$ cat config.mk
export PLATFORM = sky130hd
export DESIGN_NAME = tdm_demux1to4
export DESIGN_NICKNAME = d
export VERILOG_FILES = /design/src/rtl/tdm_demux1to4_pkg.sv /design/src/rtl/tdm_slot_ctr.sv /design/src/rtl/tdm_demux1to4.sv
export SDC_FILE = /design/constraint.sdc
export NUM_CORES = 1
export LEC_CHECK = 0
export CORE_MARGIN = 5
export CORE_UTILIZATION = 35
export CTS_BUF_LIST = sky130_fd_sc_hd__clkbuf_16
export DETAILED_ROUTE_END_ITERATION = 6
export DONT_BUFFER_PORTS = 1
export PLACE_DENSITY = 0.54
export SYNTH_ARGS = -nofsm -noshare
export SYNTH_HDL_FRONTEND = slang
export SYNTH_SLANG_ARGS = --single-unit
$ cat constraint.sdc
create_clock -name clk -period 1.3 [get_ports clk]
set_input_delay 0.26 -clock clk [delete_from_list [all_inputs] [get_ports clk]]
set_output_delay 0.26 -clock clk [all_outputs]
set_load 0.05 [all_outputs]
$ cat src/rtl/tdm_demux1to4_pkg.sv
// Shared slot and state constants for the TDM link. The transmit-side 4:1 mux
// uses the same slot numbering, so both ends agree on which slot carries which channel.
package tdm_demux1to4_pkg;

    localparam logic [1:0] SLOT_A = 2'd0;
    localparam logic [1:0] SLOT_B = 2'd1;
    localparam logic [1:0] SLOT_C = 2'd2;
    localparam logic [1:0] SLOT_D = 2'd3;

    typedef enum logic {
        ST_HUNT = 1'b0,
        ST_LOCK = 1'b1
    } tdm_state_e;

    function automatic logic [3:0] slot_onehot(input logic [1:0] s);
        return 4'b0001 << s;
    endfunction

endpackage

$ cat src/rtl/tdm_slot_ctr.sv
// Slot counter and HUNT/LOCK framing FSM. Decides which beat is stored where,
// when a frame completes, and when framing is violated.
module tdm_slot_ctr
    import tdm_demux1to4_pkg::*;
#(
    parameter bit REQUIRE_SOF = 1'b1
) (
    input  logic       clk,
    input  logic       rst,
    input  logic       din_valid,
    input  logic       din_sof,
    output logic [1:0] slot,
    output logic       locked,
    output logic       sync_err,
    output logic       wr_en,
    output logic [1:0] wr_slot,
    output logic       publish
);

    localparam tdm_state_e RST_ST = REQUIRE_SOF ? ST_HUNT : ST_LOCK;

    tdm_state_e state;
    logic       sof;
    logic       err;
    logic       miss;

    // With free-running framing the marker is meaningless and must not perturb slotting.
    assign sof    = REQUIRE_SOF && din_sof;
    assign locked = (state == ST_LOCK);

    always_comb begin
        wr_en   = 1'b0;
        wr_slot = SLOT_A;
        err     = 1'b0;
        miss    = 1'b0;
        if (din_valid) begin
            if (state == ST_HUNT) begin
                wr_en = sof;
            end else if (sof) begin
                wr_en = 1'b1;
                err   = (slot != SLOT_A);
            end else if (REQUIRE_SOF && slot == SLOT_A) begin
                miss = 1'b1;
                err  = 1'b1;
            end else begin
                wr_en   = 1'b1;
                wr_slot = slot;
            end
        end
    end

    assign publish = wr_en && (wr_slot == SLOT_D);

    always_ff @(posedge clk or posedge rst) begin
        if (rst) begin
            state    <= RST_ST;
            slot     <= SLOT_A;
            sync_err <= 1'b0;
        end else begin
            sync_err <= err;
            if (miss) begin
                state <= ST_HUNT;
                slot  <= SLOT_A;
            end else if (wr_en) begin
                state <= ST_LOCK;
                slot  <= wr_slot + 2'd1;
            end
        end
    end

endmodule

$ cat src/rtl/tdm_demux1to4.sv
// Receive end of a 4:1 TDM lane: stages one frame in shadow registers and
// publishes A..D together when the slot-D beat is accepted.
module tdm_demux1to4
    import tdm_demux1to4_pkg::*;
#(
    parameter int W           = 1,
    parameter bit REQUIRE_SOF = 1'b1
) (
    input  logic         clk,
    input  logic         rst,
    input  logic [W-1:0] din,
    input  logic         din_valid,
    input  logic         din_sof,
    output logic [W-1:0] a,
    output logic [W-1:0] b,
    output logic [W-1:0] c,
    output logic [W-1:0] d,
    output logic         frame_valid,
    output logic [1:0]   slot,
    output logic         locked,
    output logic         sync_err
);

    logic       wr_en;
    logic [1:0] wr_slot;
    logic       publish;
    logic [3:0] wr_sel;
    logic [W-1:0] sh [3];

    tdm_slot_ctr #(.REQUIRE_SOF(REQUIRE_SOF)) u_ctr (
        .clk       (clk),
        .rst       (rst),
        .din_valid (din_valid),
        .din_sof   (din_sof),
        .slot      (slot),
        .locked    (locked),
        .sync_err  (sync_err),
        .wr_en     (wr_en),
        .wr_slot   (wr_slot),
        .publish   (publish)
    );

    assign wr_sel = wr_en ? slot_onehot(wr_slot) : 4'b0000;

    // Slot D needs no shadow: it is the beat that completes the frame and goes straight out.
    always_ff @(posedge clk or posedge rst) begin
        if (rst) begin
            for (int i = 0; i < 3; i++) sh[i] <= '0;
        end else begin
            for (int i = 0; i < 3; i++)
                if (wr_sel[i]) sh[i] <= din;
        end
    end

    always_ff @(posedge clk or posedge rst) begin
        if (rst) begin
            a           <= '0;
            b           <= '0;
            c           <= '0;
            d           <= '0;
            frame_valid <= 1'b0;
        end else begin
            frame_valid <= publish;
            if (publish) begin
                a <= sh[0];
                b <= sh[1];
                c <= sh[2];
                d <= din;
            end
        end
    end

endmodule

==> key figures <==
Global route
  • Vias in the first global route: roughly 480
  • Global-route wire length before repair: 2240 um
  • All-layer global routing usage: about an eighth
  • Largest net degree at the start of global routing: 13
  • Initial antenna violation count: 0
  • Total grt overflow: 0

Routing
  • DRC: 0
  • Via density: 5.11
  • Avg WL per Cell: around 17 um
  • Via count: a little over 400
  • DRT antenna net count: 0
  • DR iter-0 viols: 0
  • Drt pass-1 iters: 1
  • DRT Wirelength: roughly 1300 um

Critical path
  • Worst EP arrival: roughly 1500 ps
  • Worst setup EP type: flip-flop
  • RR Endpoint: sh[1]
  • R2r worst-path depth: 5
  • R2R Setup Slk: -80 ps
  • Crit path kind: flip-flop to flip-flop
  • Crit Path Max Fanout: 6
  • Startpoint Class: flip-flop
  • RR Startpoint: u_ctr.locked
  • Worst Path Required: ~1400 ps
  • Beginning of the critical path: u_ctr.locked

Power
  • VDD IR-drop max: 0.932 mV
  • P_leak: around 0.44 nW
  • Power Dens Cells: roughly 2000 mW/mm^2
  • Overall Power: ~1.7 mW

STA
  • F_max: slightly above 700 MHz
  • Post-layout min period: approximately 1400 ps
  • Final worst slack: -84.8 ps
  • Slew @ Worst Pin: ~460 ps
  • Worst relative slew slack: about 69%
  • Hold Slack: between 150 and 200 ps
  • RSZ-0062 raised after global routing: yes
  • Final Hold Viols: 0
  • Final period util: 107%
  • Final Max Slew Viols: 0
  • Setup TNS Final: -597 ps
  • Final setup viols: 8
  • Clk_skew: roughly 3.6 ps

Final layout
  • Area grow syn2layout: 55.5%
  • Fin area: just under 900 um^2
  • Final Non-Filler Cells: 80
  • Net count, final: 73
  • Ant. Diodes: 0
  • Share of cells above drive strength 1: between 60% and 70%
  • # fillers: between 100 and 150
  • Post-Route Utilization: between 50% and 60%

Synthesis
  • Yosys warning count: 0
  • Synth Instances: between 40 and 50
  • Post-synth EDFFs: 0
  • Register bit total from synthesis: 12
  • Synth unique cells: 16
  • Post-synthesis sequential area ratio: ~53%
  • Synth top cells by count: dfrtp_1, mux2_2, inv_1
  • Mapped Avg Cell Area: 13.0 um^2
  • Yosys top cell area share: between 50 and 60%
  • Synth area leaders: dfrtp_1, mux2_2, ha_1, nand4b_4, inv_1
  • Count leader, synth: dfrtp_1
  • Area leader, netlist: dfrtp_1
  • Synth async-reset ratio: 100%
  • Top FF cell, synth: dfrtp_1
  • Synthesized cell area: ~570 um^2
  • Syn Nets: 52

Clock network
  • TritonCTS clock tree: yes
  • CTS buffer count: 3
  • Clk sinks: 12
  • Worst-Skew Late Latency: roughly 240 ps
  • Clk pin slew, worst setup/hold paths: about 40 ps
  • Clk root buf: clkbuf_16
  • CTS max path bufs: 2
  • H-tree depth: 1

Die
  • Cell Rows: 14
  • Initial Utilization: roughly 37%
  • Core area: roughly 0.0015 mm^2
  • Die Height: approximately 50 um
  • IO Pins: 14
  • Floorplan die width: 50.4 um
  • Die Area: between 0.002 and 0.003 mm^2

Place
  • RePlAce Congestion: 0.825
  • Placed cell count: 72
  • Port Buffers: 0
  • Pre-CTS setup slack: -156 ps
  • Detail Placement HPWL: slightly above 900 um
  • Placed cell areas: 713 um^2

Worst hold path
  • Worst Hold Class: primary input to flip-flop
  • Hold path cells: 1
  • Min-Delay Endpoint: sh[0]
  • Hold path start: din

Status
  • Failing checks: negative setup slack
  • Status: finished with violations

Flow run
  • Maxcap violations: 0
-- how the worst max path moves through the flow --
stage	endpoint	slack [ps]	cells past startpoint
after floorplan	d	-220	4
after global placement	u_ctr.slot[1]	-130	5
after detailed placement	u_ctr.slot[1]	-160	5
after CTS	sh[0]	-90	5
after global routing	sh[0]	-150	5
final	sh[1]	-80	5
-- layout make-up --
cell class / count / area [um^2] / share of cell area (%)
well taps: 16 / 20.0 / 2.26
multi-input cells: 26 / 325 / 36.7
flip-flops and latches: 12 / 307 / 34.6
clock buffers: 3 / 75.1 / 8.46
clock inverters: 1 / 3.75 / 0.423
repair buffers: 16 / 134 / 15.1
inverters: 6 / 22.5 / 2.54
-- cells in the final DEF (no fill, tap or decap), types with 2 or more instances in the layout --
master,instances
dfrtp_2,2
buf_4,12
dfrtp_1,9
nand3_2,2
mux2_4,8
buf_6,3
clkbuf_16,3
inv_1,6
-- report_power, final --
part,switching (mW),internal (mW)
clock network,0.146,0.403
logic,0.342,0.270
registers,0.0893,0.472
total,0.578,1.15
-- metal layers --
layer / GRT usage [%] / up-vias / share of wire (%) / wire, um
met5: 0 / - / 0 / 0
met4: 7.66 / 0 / 1.3 / 17
met3: 5.03 / 2 / 8.2 / 108
met2: 17.6 / 15 / 52 / 686
met1: 13.8 / 197 / 39 / 512
li1: - / 195 / - / -
-- sequential cells by signal, indices dropped and copies added, names as in the netlist --
name	count
u_ctr.slot	2
a	1
sh	3
b	1
c	1
d	1
frame_valid	1
u_ctr.locked	1
u_ctr.sync_err	1
-- cells by family (layout without fill, tap and decap cells) --
logic type      count (synthesis)  count (layout)  share of synthesized area [%]
flops                          12              12                           52.6
compound gates                  5               5                           7.02
simple gates                   10              10                           14.0
buf+inv                         6              26                           3.95
fa+ha+maj                       3               3                           6.58
mux                             8               8                           15.8
-- critical path: stages (launching register included) --
cell and delay [ps]:
dfrtp_4 510, nand4b_4 150, inv_2 40, ha_1 200, nand3_2 70, mux2_4 290
-- what timing repair did --
action	CTS	global route
resized for setup	13	2
hold endpoints to repair	12	0
endpoints found under the setup margin	9	9
pin swaps	6	5
hold buffers	1	0
buffers inserted	3	0
Note: power is estimated with default switching activity, not from simulation.
